[src/rtl/pc_fetch_unit.sv]
// rtl/pc_fetch_unit.sv - PC and fetch stage in front of the instruction RAM
// Optional PC_BOUNDS_CHECK_EN halts with bound_error when the PC would leave the program.
module pc_fetch_unit #(
   parameter int          ADDR_WIDTH  = 10,
   parameter int          BOOT_CYCLES = 2,
   parameter int          PROG_DEPTH  = 71,
   parameter logic [31:0] NOP_WORD    = 32'h5C000000
) (
   input  logic                  clock,
   input  logic                  reset,
   input  logic                  stall,
   input  logic                  halt,
   input  logic                  jump_enable,
   input  logic [ADDR_WIDTH-1:0] jump_target,
   input  logic [31:0]           iram_data,
   output logic [ADDR_WIDTH-1:0] iram_address,
   output logic [31:0]           instruction,
   output logic [ADDR_WIDTH-1:0] instruction_pc,
   output logic                  instruction_valid,
   output logic                  halted,
   output logic                  bound_error
);

   if (BOOT_CYCLES < 1 || BOOT_CYCLES > 15 || PROG_DEPTH < 1) begin : g_bad_params
      $error("pc_fetch_unit: BOOT_CYCLES must be 1..15 and PROG_DEPTH at least 1");
   end

   typedef enum logic [1:0] {
      ST_BOOT,
      ST_RUN,
      ST_HALT
   } state_t;

   // Leaving BOOT happens on the edge where the counter would become BOOT_CYCLES-1.
   localparam logic [3:0] BOOT_LAST = 4'((BOOT_CYCLES > 1) ? (BOOT_CYCLES - 2) : 0);

   state_t                  state_q, state_d;
   logic [3:0]              boot_cnt_q, boot_cnt_d;
   logic [ADDR_WIDTH-1:0]   pc_q, pc_d;
   logic [31:0]             instr_q, instr_d;
   logic [ADDR_WIDTH-1:0]   instr_pc_q, instr_pc_d;
   logic                    valid_q, valid_d;
   logic                    halted_q, halted_d;
   logic [ADDR_WIDTH-1:0]   pc_inc;
   logic                    jump_oob;
   logic                    adv_oob;

   assign pc_inc = pc_q + ADDR_WIDTH'(1);

`ifdef PC_BOUNDS_CHECK_EN
   localparam logic [ADDR_WIDTH:0] DEPTH_L = (ADDR_WIDTH + 1)'(PROG_DEPTH);

   logic bound_err_q, bound_err_d;

   assign jump_oob    = ({1'b0, jump_target} >= DEPTH_L);
   assign adv_oob     = ({1'b0, pc_inc} >= DEPTH_L);
   assign bound_error = bound_err_q;
`else
   assign jump_oob    = 1'b0;
   assign adv_oob     = 1'b0;
   assign bound_error = 1'b0;
`endif

   always_comb begin
      state_d    = state_q;
      boot_cnt_d = boot_cnt_q;
      pc_d       = pc_q;
      instr_d    = instr_q;
      instr_pc_d = instr_pc_q;
      valid_d    = valid_q;
      halted_d   = halted_q;
`ifdef PC_BOUNDS_CHECK_EN
      bound_err_d = bound_err_q;
`endif
      case (state_q)
         ST_BOOT: begin
            boot_cnt_d = boot_cnt_q + 4'd1;
            if (boot_cnt_q >= BOOT_LAST) begin
               state_d = ST_RUN;
            end
         end
         ST_RUN: begin
            if (halt) begin
               state_d  = ST_HALT;
               instr_d  = NOP_WORD;
               valid_d  = 1'b0;
               halted_d = 1'b1;
            end else if ((jump_enable && jump_oob) || (!jump_enable && !stall && adv_oob)) begin
               state_d  = ST_HALT;
               valid_d  = 1'b0;
               halted_d = 1'b1;
`ifdef PC_BOUNDS_CHECK_EN
               bound_err_d = 1'b1;
`endif
            end else if (jump_enable) begin
               // The word fetched at the old PC this cycle is squashed.
               pc_d    = jump_target;
               instr_d = NOP_WORD;
               valid_d = 1'b0;
            end else if (!stall) begin
               instr_d    = iram_data;
               instr_pc_d = pc_q;
               valid_d    = 1'b1;
               pc_d       = pc_inc;
            end
         end
         default: begin
         end
      endcase
   end

   always_ff @(posedge clock) begin
      if (reset) begin
         state_q    <= ST_BOOT;
         boot_cnt_q <= 4'd0;
         pc_q       <= '0;
         instr_q    <= NOP_WORD;
         instr_pc_q <= '0;
         valid_q    <= 1'b0;
         halted_q   <= 1'b0;
`ifdef PC_BOUNDS_CHECK_EN
         bound_err_q <= 1'b0;
`endif
      end else begin
         state_q    <= state_d;
         boot_cnt_q <= boot_cnt_d;
         pc_q       <= pc_d;
         instr_q    <= instr_d;
         instr_pc_q <= instr_pc_d;
         valid_q    <= valid_d;
         halted_q   <= halted_d;
`ifdef PC_BOUNDS_CHECK_EN
         bound_err_q <= bound_err_d;
`endif
      end
   end

   assign iram_address      = pc_q;
   assign instruction       = instr_q;
   assign instruction_pc    = instr_pc_q;
   assign instruction_valid = valid_q;
   assign halted            = halted_q;

endmodule

[config.mk]
export PLATFORM = sky130hd
export DESIGN_NAME = pc_fetch_unit
export DESIGN_NICKNAME = d
export VERILOG_FILES = /design/src/rtl/pc_fetch_unit.sv
export SDC_FILE = /design/constraint.sdc
export NUM_CORES = 1
export LEC_CHECK = 0
export ABC_AREA = 1
export CAP_MARGIN = 10
export CORE_MARGIN = 5
export CORE_UTILIZATION = 37
export CTS_CLUSTER_DIAMETER = 30
export CTS_CLUSTER_SIZE = 30
export DETAILED_ROUTE_END_ITERATION = 10
export PLACE_DENSITY = 0.75
export SYNTH_ARGS = -nofsm -noshare
export SYNTH_HDL_FRONTEND = slang
export SYNTH_SLANG_ARGS = --single-unit
[constraint.sdc]
create_clock -name clock -period 1.2 [get_ports clock]
set_clock_uncertainty 0.1 [all_clocks]
set_input_delay 0.24 -clock clock [delete_from_list [all_inputs] [get_ports clock]]
set_output_delay 0.24 -clock clock [all_outputs]
set_load 0.1 [all_outputs]
==> run summary <==
Die Height -> 88.5 um
Num Clock Sinks -> 56
crit path max fanout -> 6
Synth area leader -> dfxtp_1
DRT iter0 DRCs -> 98
register share of total power -> 43.9%
crit path launch -> state_q[0]$_SDFFE_PP0P_
hold_sp -> iram_data[25]
Post-synth EDFFs -> 0
Row Count -> 28
Clk pin slew, worst setup/hold paths -> 0.10 ns
Yosys cell types -> 23
sw frac -> 35.1%
P per Cell Area -> 968 nW/um^2
H-tree depth -> 2
CP arrival -> 1.58 ns
CP endpoint kind -> flop
ANT cells -> 0
GR Overflow Total -> 0
first-pass GRT wire length -> 12000 um
Int Power -> 0.00297 W
largest net degree at the start of global routing -> 26
first-pass detailed-route iteration total -> 4
antenna violations before repair -> 0
post-synthesis instance total -> 306
CTS tree -> built
DR vias/cell -> 4.99
Layout area overhead -> 108%
Cell Area, Placed -> 4110 um^2
CTS buffer count -> 5
layout cell share with drive strength beyond 1 -> 52.6%
f_max -> 0.697 GHz
gpl congestion -> 0.838
Final Util -> 79.4%
Seq/Total Area, Yosys -> 49.2%
Bufs on Longest Clock Path -> 2
status -> complete, but fails checks
MaxCap Viol Count -> 0
num ports -> 102
via count -> 2604
Layout Nets -> 494
input/output buffers -> 100
post-synth net total -> 354
net switching power -> 0.00161 W
mapped cell area -> 2280 um^2
Detail Placement HPWL -> 5210 um
Worst R2R Start -> state_q[0]$_SDFFE_PP0P_
failing checks -> negative setup slack
number of synthesized register bits -> 56
Final min period -> 1.44 ns
Ys Warns -> 0
Async S/R FF share, synth -> 0%
Worst-Skew Late Latency -> 0.31 ns
Starting Density -> 38.3%
WL/cell -> 16.1 um
RSZ-0062 raised after global routing -> yes
period utilisation layout -> 120%
die width -> 88.5 um
worst min-delay path class -> input pin to flop
top cells by area, synth -> dfxtp_1 (49%), nand2_1 (14%), a21oi_1 (11%)
post-synth top area share -> 49.2%
Syn Area/Cell -> 7.45 um^2
Root Buffer -> clkbuf_8
die area -> 7830 um^2
final wirelength -> 8430 um
final hold violation count -> 0
Most used DFF post-synth -> dfxtp_1
Clock power frac -> 22.5%
crit path launch type -> flop
Worst EP required -> 1.34 ns
Total Power -> 0.00458 W
Max Transition Viols Final -> 0
Remaining DRCs -> 0
Max VDD drop -> 547 uV
Static Leakage -> 1.86 nW
# setup viols final -> 67
pre-CTS WS -> -0.577 ns
Final Cell Area -> 4730 um^2
combinational fraction of design power -> 33.7%
count leader, synth -> nand2_1
total track usage -> 19.9%
vias in the first global route -> 2439
kind of critical path -> flop to flop
CORE AREA -> 5960 um^2
# fillers -> 352
DRT antenna net count -> 0
top post-synthesis cells by count -> nand2_1 (87), dfxtp_1 (56), a21oi_1 (49)
post-route worst setup slack -> -0.235 ns
-- kinds of logic (layout without fill, tap and decap cells) --
kind of cell	Yosys count	after routing	share of synthesized area [%]
adders and majority gates	1	1	0.549
DFF	56	56	49.2
xor gates and xnor gates	1	1	0.384
and+or+nand+nor	134	135	24.1
other	1	1	0.164
AOI/OAI and AO/OA	78	78	17.5
buffers and inverters	35	175	8.12
-- flip-flops by register name, summed over array words and instances, names as in the netlist --
register and flops:
instruction_pc 10, state_q 2, iram_address 10, halted 1
instruction 32, instruction_valid 1
-- cell type report --
cell class | count | area [um^2] | area share (%)
Clock buffer | 5 | 68.8 | 1.45
Clock inverter | 3 | 18.8 | 0.397
Inverter | 18 | 75.1 | 1.59
Multi-Input combinational cell | 216 | 1230 | 25.9
Sequential cell | 56 | 1230 | 25.9
Tap cell | 75 | 93.8 | 1.98
Timing Repair Buffer | 149 | 2020 | 42.7
-- placed cells by master, fill, tap and decap left out, drive strengths merged, types with 2 or more instances in the layout --
cell / synthesis / layout
buf: 10 / 102
nand2: 88 / 89
dfxtp: 56 / 56
a21oi: 49 / 49
clkdlybuf4s50: 0 / 43
nor2: 36 / 36
o21ai: 25 / 25
inv: 18 / 18
nand3: 8 / 8
clkbuf: 7 / 6
dlygate4sd2: 0 / 3
clkinv: 0 / 3
or2: 2 / 2
-- stage by stage --
stage / hold slack (ns) / setup TNS (ns) / cells
finish: 0.374 / -8.91 / 522
global route: 0.360 / -14.75 / 522
CTS: 0.366 / -9.40 / 514
detailed placement: 0.371 / -27.68 / 485
global placement: 0.363 / -26.93 / 485
floorplan: 0.277 / -1.40 / 306
-- power groups by stage --
stage | clock, W | sequential [W] | combinational, W
floorplan | 0 | 0.00251 | 0.000292
global placement | 0 | 0.00205 | 0.00131
detailed placement | 0 | 0.00205 | 0.00132
CTS | 0.00105 | 0.00201 | 0.00146
global route | 0.00116 | 0.00202 | 0.00160
finish | 0.00103 | 0.00201 | 0.00154
-- metal layers --
metal  global-route usage [%]  vias to the layer above  part of all wire [%]
met5                        0                        -                     0
met4                     6.04                        0                   3.1
li1                         -                     1264                     -
met2                     35.0                      108                    50
met1                     24.2                     1213                    39
met3                     4.28                       19                   8.1
-- path summary, 6_finish.rpt --
kind / endpoint / cells past startpoint / slack [ns]
max: instruction[10]$_SDFFE_PP0P_ / 9 / -0.24
min: instruction[25]$_SDFFE_PP0P_ / 3 / 0.37
max reg2reg: instruction[10]$_SDFFE_PP0P_ / 9 / -0.24
min reg2reg: instruction[25]$_SDFFE_PP0P_ / 2 / 0.38
-- critical path: stages (launching register included) --
cell	delay [ns]
dfxtp_2	0.34
inv_2	0.07
nor2_4	0.05
buf_6	0.11
nand2_4	0.07
inv_4	0.04
nor2_4	0.16
buf_4	0.19
nand2_1	0.09
a21oi_2	0.14
-- timing repair --
action,in CTS,in global routing
resized for setup,50,50
pin swaps,8,14
setup endpoints to repair,71,110
setup buffers,18,8
gates cloned,3,2
hold buffers,0,0
No activity file was read; power rests on OpenSTA's default activity.
